$ cat config.mk
export PLATFORM = sky130hd
export DESIGN_NAME = block_map_wr_arbiter
export DESIGN_NICKNAME = d
export VERILOG_FILES = /design/src/rtl/block_map_wr_arbiter.sv
export SDC_FILE = /design/constraint.sdc
export NUM_CORES = 1
export LEC_CHECK = 0
export CORE_AREA = 8 8 71 73
export CTS_CLUSTER_SIZE = 20
export DETAILED_ROUTE_END_ITERATION = 16
export DIE_AREA = 0 0 79 81
export PLACE_DENSITY = 0.81
export SLEW_MARGIN = 10
export SYNTH_ARGS = -nofsm -noshare
export SYNTH_HDL_FRONTEND = slang
export SYNTH_SLANG_ARGS = --single-unit
$ cat constraint.sdc
create_clock -name clk -period 7.1 [get_ports clk]
set_input_delay 2.13 -clock clk [delete_from_list [all_inputs] [get_ports clk]]
set_output_delay 2.13 -clock clk [all_outputs]
set_load 0.02 [all_outputs]
$ cat src/rtl/block_map_wr_arbiter.sv
`default_nettype none
// ============================================================================
// Module   : block_map_wr_arbiter
// Purpose  : Shares the single write port of the block map RAM between three
//            requesters using round-robin arbitration, and on request performs
//            a level-init sweep of the whole 33x27 map (spawn corner cleared,
//            everything else set).
// Ports    : clk, reset            - clock, synchronous active-high reset
//            init_start            - one-cycle pulse, starts the init sweep
//            req[2:0]              - per-requester write request (level)
//            addr0..2, data0..2    - per-requester write address / data
//            gnt[2:0]              - one-hot grant pulse (registered)
//            block_w_addr/_data/_we- block map RAM write port (registered)
//            init_busy             - high while sweep writes are issued
// Revision : 1.0  initial release
// ============================================================================
module block_map_wr_arbiter (
    input  logic       clk,
    input  logic       reset,
    input  logic       init_start,
    input  logic [2:0] req,
    input  logic [9:0] addr0,
    input  logic [9:0] addr1,
    input  logic [9:0] addr2,
    input  logic       data0,
    input  logic       data1,
    input  logic       data2,
    output logic [2:0] gnt,
    output logic [9:0] block_w_addr,
    output logic       block_w_data,
    output logic       block_we,
    output logic       init_busy
);

    localparam logic [0:0] c_ST_ARB    = 1'b0;
    localparam logic [0:0] c_ST_INIT   = 1'b1;
    localparam logic [9:0] c_LAST_ADDR = 10'd890;  // 33*27 - 1
    localparam logic [9:0] c_MAP_W     = 10'd33;

    logic [0:0] r_state;
    logic [9:0] r_cnt;
    logic [1:0] r_ptr;

    logic [2:0] w_elig;
    logic [1:0] w_cand0;
    logic [1:0] w_cand1;
    logic [1:0] w_cand2;
    logic       w_found;
    logic [1:0] w_sel;
    logic [1:0] w_next_ptr;
    logic [2:0] w_sel_oh;
    logic [9:0] w_sel_addr;
    logic       w_sel_data;
    logic       w_init_data;

    // A requester granted last cycle is masked so a held req is not granted
    // twice. While init_busy is still high the last sweep write is on the
    // port, so arbitration waits one more cycle before resuming.
    assign w_elig = req & ~gnt & {3{~init_busy}};

    // Priority order: r_ptr, r_ptr+1, r_ptr+2 (mod 3)
    assign w_cand0 = r_ptr;
    assign w_cand1 = (r_ptr == 2'd2) ? 2'd0 : r_ptr + 2'd1;
    assign w_cand2 = (r_ptr == 2'd0) ? 2'd2 : r_ptr - 2'd1;

    always_comb begin
        w_found = 1'b1;
        w_sel   = w_cand0;
        if (w_elig[w_cand0]) begin
            w_sel = w_cand0;
        end else if (w_elig[w_cand1]) begin
            w_sel = w_cand1;
        end else if (w_elig[w_cand2]) begin
            w_sel = w_cand2;
        end else begin
            w_found = 1'b0;
            w_sel   = w_cand0;
        end
    end

    assign w_sel_oh   = 3'b001 << w_sel;
    assign w_next_ptr = (w_sel == 2'd2) ? 2'd0 : w_sel + 2'd1;

    always_comb begin
        w_sel_addr = addr0;
        w_sel_data = data0;
        case (w_sel)
            2'd1: begin
                w_sel_addr = addr1;
                w_sel_data = data1;
            end
            2'd2: begin
                w_sel_addr = addr2;
                w_sel_data = data2;
            end
            default: begin
                w_sel_addr = addr0;
                w_sel_data = data0;
            end
        endcase
    end

    // Spawn corner (0,0), (1,0), (0,1) is left open; every other block is set
    assign w_init_data = ~((r_cnt == 10'd0) | (r_cnt == 10'd1) | (r_cnt == c_MAP_W));

    always_ff @(posedge clk) begin
        if (reset) begin
            r_state      <= c_ST_ARB;
            r_cnt        <= 10'd0;
            r_ptr        <= 2'd0;
            gnt          <= 3'b000;
            block_we     <= 1'b0;
            block_w_addr <= 10'd0;
            block_w_data <= 1'b0;
            init_busy    <= 1'b0;
        end else begin
            case (r_state)
                c_ST_ARB: begin
                    gnt       <= 3'b000;
                    block_we  <= 1'b0;
                    init_busy <= 1'b0;
                    if (init_start) begin
                        // Sweep takes precedence; pending requests wait it out
                        r_state <= c_ST_INIT;
                        r_cnt   <= 10'd0;
                    end else if (w_found) begin
                        gnt          <= w_sel_oh;
                        block_we     <= 1'b1;
                        block_w_addr <= w_sel_addr;
                        block_w_data <= w_sel_data;
                        r_ptr        <= w_next_ptr;
                    end
                end
                default: begin
                    // init_start is deliberately not looked at here
                    gnt          <= 3'b000;
                    block_we     <= 1'b1;
                    init_busy    <= 1'b1;
                    block_w_addr <= r_cnt;
                    block_w_data <= w_init_data;
                    if (r_cnt == c_LAST_ADDR) begin
                        r_state <= c_ST_ARB;
                        r_cnt   <= 10'd0;
                    end else begin
                        r_cnt <= r_cnt + 10'd1;
                    end
                end
            endcase
        end
    end

endmodule
`default_nettype wire
==> results.md, run 1 <==
- Outcome: finished, final reports clean
- Detailed Place HPWL: 4.14 mm
- H-tree depth: 2
- Slew of the pin with the lowest slew margin: 988 ps
- M2 GR Usage: 30.3%
- Worst hold path type: reg -> reg
- Leak: 0.875 nW
- Via-per-instance ratio: 6.06
- GPL Wtd Cong: 0.865
- Setup TNS: 0 ps
- Syn_nets: 281
- Post-Place Worst Slack: 1440 ps
- Drt pass-1 iters: 4
- First-pass GRT wire length: 9.11 mm
- Critical Path, Cell by Cell: clkdlybuf4s50_1 -> nor4bb_1 -> nor2_1 -> and3_1 -> a211oi_1 -> inv_1 -> ha_1 -> a21oi_1 -> o22ai_1 -> nor2_1 -> mux2_1
- Crit. End Element: flip-flop
- CTS Sinks: 29
- Drt drc: 0
- XOR/XNOR Fraction of Synth Area: 0%
- Largest cells by area after synthesis: dfxtp_1 30%, a21oi_1 7.3%, ha_1 7.1%, a211oi_2 5.8%, a211oi_1 5.1%
- Ys flop type: dfxtp_1
- Synth Area in Compound Gates: 32.5%
- Final setup fails: 0
- Unrepaired setup endpoints after global routing: false
- Hold_sp: block_w_addr[7]
- Worst rel slew slack: 34.0%
- DIE WIDTH: 79 µm
- CP delay by family, top: compound AO/OA/AOI/OAI gates
- Antenna cell count: 0
- CP dominant cell by count: nor2_1
- Number of buffers and inverters on the critical path: 2
- Chip height: 81 µm
- Total grt overflow: 0
- Simple-Gate Fraction of Synth Area: 23.2%
- Vias: 1,970
- Mapped Area: 1930 µm²
- CTS tree: yes
- P&R area growth vs syn: 32.2%
- Yosys warnings: 0
- Initial antenna violation count: 0
- Crit path kind: in -> reg
- Total Wirelength: 5.57 mm
- Grt met1 use: 19.6%
- Fin crit period: 5430 ps
- Pwr/cell area: 254 nW/µm²
- Share of the synthesized area in the top cell type: 30.1%
- TritonCTS buffer count: 5
- Register area share after synthesis: 30.1%
- DP Cell Count: 318
- Slew Viols, Final: 0
- Root Buffer: clkbuf_8
- Die footprint: 6400 µm²
- Worst Path Required: 7260 ps
- #FFs+latches synth: 29
- Peak Freq: 184 MHz
- Pin count of the biggest net entering global routing: 33
- Final period utilization: 76.5%
- Postcts setup bufs: 0
- Met3 Use GR: 5.19%
- Share of post-route cells with drive strength above 1: 6.55%
- Iter 0 DRT Violations: 100
- DR WL/cell: 17.1 µm
- CP arrival: 5590 ps
- CP Launch Type: primary input
- PostCTS Resize Cnt: 0
- Largest family of logic cells by synthesized area: compound AO/OA/AOI/OAI gates
- Initial Util: 49.2%
- Share of synthesized registers carrying an async set or reset: 0%
- Filler Cell Count: 331
- Max clock buf depth: 2
- Gr busiest metal: met2
- Yosys top cell by area: dfxtp_1
- Crit-path max FO: 22
- Clk_lat worst skew: 280 ps
- Post-route ant nets: 0
- Post-route insts no fill: 325
- Post-Syn Instances: 231
- Average footprint of a synthesized cell: 8.34 µm²
- # hold bufs at CTS: 0
- IO Pins: 55
- Clock transition at the registers of the reported paths: 60 ps
- Setup ws final: 1670 ps
- Critical Path Source: req[1]
- FF-to-FF Start: r_ptr[0]
- Crit-path slowest cell: ha_1
- Port bufs: 54
- Nets: 325
- Clock skew: 3.94 ps
- CORE AREA: 3910 µm²
- CP peak stage delay: 730 ps
- Adder-Cell Fraction of Synth Area: 7.14%
- Post-synth EDFFs: 0
- Distinct cells, synth: 43
- MaxCap Viol Count: 0
- Vias in the first global route: 1,909
- Final hold vios: 0
- FP Rows: 23
- Post-synthesis mux area share: 1.10%
- Total global-route track usage: 17.3%
- Worst vdd ir: 0.148 mV
==> synthesized netlist by cell type, types with 5 or more instances <==
| library cell | number |
|---|---|
| clkbuf_1 | 14 |
| o21ai_0 | 6 |
| dfxtp_1 | 29 |
| nand2_1 | 5 |
| nor4bb_1 | 5 |
| a22oi_1 | 12 |
| nor2_1 | 22 |
| a211oi_2 | 9 |
| inv_1 | 10 |
| a311oi_1 | 7 |
| a211oi_1 | 13 |
| a21oi_1 | 28 |
| ha_1 | 11 |
| nand3_1 | 5 |
==> power breakdown <==
group	internal (mW)	switching (mW)
registers	0.183	0.0207
clock network	0.0767	0.0591
logic	0.139	0.168
total	0.399	0.248
==> cells by family (layout without fill, tap and decap cells) <==
kind of cell    Yosys count  in the layout
compound gates           87             87
fa+ha+maj                11             11
buf+inv                  28             72
flops                    29             29
mux                       2              2
simple gates             74             74
==> cell type report <==
cell class / instances / area [µm²] / share of cell area (%)
sequential: 29 / 581 / 22.8
inverter: 10 / 37.5 / 1.47
timing repair buffer: 55 / 548 / 21.5
tap: 50 / 62.6 / 2.46
clock buffer: 7 / 86.3 / 3.39
multi-input combinational: 174 / 1230 / 48.4
==> per-stage QoR <==
step | cell area [µm²] | hold slack (ps) | power (mW) | util (%)
2_1_floorplan | 1930 | 497 | 0.415 | -
3_3_place_gp | 2460 | 533 | 0.507 | 62.9
3_5_place_dp | 2460 | 526 | 0.512 | 62.9
4_1_cts | 2550 | 543 | 0.648 | 65.1
5_1_grt | 2550 | 576 | 0.691 | 65.1
6_report | 2550 | 551 | 0.647 | 65.1
==> path summary, 6_finish.rpt <==
| kind | end | slack [ps] | cells past startpoint |
|---|---|---|---|
| setup / recovery | block_w_data | 1670 | 11 |
| hold / removal | block_w_addr[7] | 550 | 1 |
| setup reg to reg | block_w_data | 3070 | 12 |
| hold reg to reg | block_w_addr[7] | 550 | 1 |
==> flip-flops by register name (all words and copies together) (netlist names) <==
name / count
block_w_addr: 10
r_cnt: 10
gnt: 3
r_ptr: 2
block_w_data: 1
block_we: 1
init_busy: 1
r_state: 1
==> per-layer routing <==
metal | wire length [µm] | part of all wire, %
met3 | 310 | 5.6
met1 | 2310 | 41
met4 | 131 | 2.4
met5 | 0 | 0
met2 | 2820 | 51
==> worst register-to-register path: stages (launching register included) <==
cell      delay (ps)
dfxtp_1          500
inv_1            170
ha_1             420
nor4bb_1         310
o22ai_1          120
and3_1           190
a211oi_1         580
inv_1            150
ha_1             730
a21oi_1          180
o22ai_1          190
nor2_1            60
mux2_1           310
==> cells in the final DEF, fill, tap and decap left out, types with 2 or more instances in the layout <==
master           Yosys  layout
dfxtp_1             29      29
o21ai_0              6       6
nor2_1              22      22
nand2_1              5       5
inv_1               10      10
nand2b_1             4       4
nor4bb_1             5       5
and3b_1              2       2
a21oi_1             28      28
nand3_1              5       5
a22oi_1             12      12
clkdlybuf4s50_1      0      54
nor2b_1              4       4
a311oi_1             7       7
nand4_1              2       2
o22ai_1              2       2
or4b_1               3       3
a211oi_1            13      13
a211oi_2             9       9
nor4b_1              3       3
clkbuf_8             0       6
or3_1                2       2
nor3b_1              4       4
and3_1               3       3
o31ai_1              4       4
ha_1                11      11
nor4_1               3       3
a41oi_1              2       2
(Power assumes the default switching activity.)
==> inputs of run 2 (changes only) <==
CORE_AREA = 8 8 76 78   (was 8 8 71 73)
DIE_AREA = 0 0 84 86   (was 0 0 79 81)
PLACE_DENSITY = 0.74   (was 0.81)
clock period = 4.9 ns   (was 7.1 ns; I/O delays follow)
==> run 2 against run 1 <==
Utilization down 9.2 points. Die area is 13% higher. Register-to-register slack got worse by 1800 ps. Count of clock-buffer cells in the layout is 1 higher. Highest routed layer unchanged. Hold slack lost 11 ps. Sequential power rose by 44%. Clock skew increased by 2.6 ps. Largest cell class unchanged. Setup slack worse by 1100 ps. Total power increased by 44%.
==> results.md, run 2 (synthesized netlist as in run 1, its figures left out) <==
- Slew Viols, Final: 0 (unchanged)
- Final hold vios: 0 (unchanged)
- Final period utilization: 88.6%
- Iter 0 DRT Violations: 158 (was 100)
- Filler Cell Count: 421 (was 331)
- Crit-path max FO: 22 (unchanged)
- Fin crit period: 4340 ps
- H-tree depth: 2 (unchanged)
- Setup ws final: 561 ps (was 1670 ps)
- P&R area growth vs syn: 33.3% (was 32.2%)
- Initial Util: 41.9% (was 49.2%)
- Post-route insts no fill: 333 (was 325)
- PostCTS Resize Cnt: 0 (unchanged)
- Worst rel slew slack: 35.2% (was 34.0%)
- Pin count of the biggest net entering global routing: 30 (was 33)
- Setup TNS: 0 ps (unchanged)
- Chip height: 86 µm (was 81 µm)
- Total Wirelength: 5.56 mm (was 5.57 mm)
- TritonCTS buffer count: 5 (unchanged)
- Pwr/cell area: 362 nW/µm² (was 254 nW/µm²)
- Initial antenna violation count: 0 (unchanged)
- Port bufs: 54 (unchanged)
- Slew of the pin with the lowest slew margin: 970 ps (was 988 ps)
- Seq. cell area: 581 µm² (unchanged)
- CP Launch Type: primary input (unchanged)
- Clock transition at the registers of the reported paths: 60 ps (about the same)
- Peak Freq: 230 MHz
- CTS Sinks: 29 (unchanged)
- Post-route ant nets: 0 (unchanged)
- CTS tree: yes (unchanged)
- Final setup fails: 0 (unchanged)
- MaxCap Viol Count: 0 (unchanged)
- Post-Place Worst Slack: 304 ps (was 1440 ps)
- Worst Path Required: 5090 ps (was 7260 ps)
- Worst hold path type: reg -> reg (unchanged)
- Most frequent cells in the layout: 54 x clkdlybuf4s50_1, 29 x dfxtp_1, 28 x a21oi_1, 22 x nor2_1, 13 x a211oi_1 (unchanged)
- # hold bufs at CTS: 0 (unchanged)
- Most common cell after layout, fill and taps aside: clkdlybuf4s50_1 (unchanged)
- Worst vdd ir: 0.216 mV (was 0.148 mV)
- IO Pins: 55 (unchanged)
- Via-per-instance ratio: 5.86 (was 6.06)
- FF-to-FF setup slack: 1290 ps (was 3070 ps)
- Max clock buf depth: 2 (unchanged)
- DP Cell Count: 325 (was 318)
- Clock skew: 6.52 ps (was 3.94 ps)
- Vias in the first global route: 1,904 (was 1,909)
- Clk_lat worst skew: 280 ps (about the same)
- Root Buffer: clkbuf_8 (unchanged)
- Drt pass-1 iters: 4 (unchanged)
- FP Rows: 25 (was 23)
- Total global-route track usage: 15.3% (was 17.3%)
- Drt drc: 0 (unchanged)
- Die footprint: 7220 µm² (was 6400 µm²)
- Share of post-route cells with drive strength above 1: 7.17% (was 6.55%)
- Outcome: finished, final reports clean (unchanged)
- Postcts setup bufs: 0 (unchanged)
- GPL Wtd Cong: 0.905 (was 0.865)
- CP arrival: 4530 ps (was 5590 ps)
- Antenna cell count: 0 (unchanged)
- Total grt overflow: 0 (unchanged)
- Top flop regs: block_w_addr x10, r_cnt x10, gnt x3 (unchanged)
- DR WL/cell: 16.7 µm (was 17.1 µm)
- CORE AREA: 4600 µm² (was 3910 µm²)
- Nets: 328 (was 325)
- Crit. End Element: flip-flop (unchanged)
- Leak: 0.885 nW (was 0.875 nW)
- Vias: 1,953 (was 1,970)
- Area of the multi-input gates: 1230 µm² (unchanged)
- DIE WIDTH: 84 µm (was 79 µm)
- Crit path kind: in -> reg (unchanged)
- Detailed Place HPWL: 4.23 mm (was 4.14 mm)
- Final core utilization: 55.9% (was 65.1%)
- First-pass GRT wire length: 9.16 mm (was 9.11 mm)
- Unrepaired setup endpoints after global routing: false (unchanged)
run 2: through the flow:
stage	instance area [µm²]	hold WS (ps)	power, mW
floorplan	1930	497	0.601
global placement	2490	539	0.746
detailed placement	2490	535	0.750
CTS	2570	547	0.934
global route	2570	555	0.999
finish	2570	540	0.931
run 2: where the power goes:
group	internal [mW]	total, mW	switching (mW)
Clock	0.101	0.183	0.0826
Combinational	0.209	0.454	0.245
Sequential	0.266	0.294	0.0280
Total	0.575	0.931	0.356
run 2: worst paths after layout:
kind | startpoint | end | cells past startpoint
worst max-delay path | req[1] | block_w_addr[4] | 11
worst min-delay path | block_w_addr[7] | block_w_addr[7] | 1
worst max register to register | r_ptr[0] | block_w_addr[4] | 12
worst min register to register | block_w_addr[7] | block_w_addr[7] | 1
run 2: per-layer routing:
metal / GRT usage (%) / up-vias / routed length (µm) / share of wire (%)
met1: 18.4 / 895 / 2470 / 44
met5: 0 / - / 0 / 0
met4: 4.24 / 0 / 49 / 0.88
met2: 24.5 / 69 / 2590 / 47
li1: - / 983 / - / -
met3: 5.97 / 6 / 456 / 8.2
run 2: area by class of cell:
cell class | count | area share (%)
Inverter | 10 | 1.46
Multi-Input combinational cell | 174 | 48.0
Timing Repair Buffer | 58 | 22.2
Sequential cell | 29 | 22.6
Tap cell | 54 | 2.63
Clock buffer | 8 | 3.12
run 2: critical path, stage by stage:
cell and delay, ps:
clkdlybuf4s50_1 540, nor4bb_1 470, nor2_1 60, and3_1 160
a211oi_1 280, inv_1 100, ha_1 720, nor2_1 110
a211oi_1 270, a21oi_1 90, a211oi_2 240
==> inputs of run 3 (changes only) <==
SETUP_SLACK_MARGIN = 0.02   (was not set)
==> results of run 3 <==
The final DEF is identical to that of run 2; final timing and power are the same.
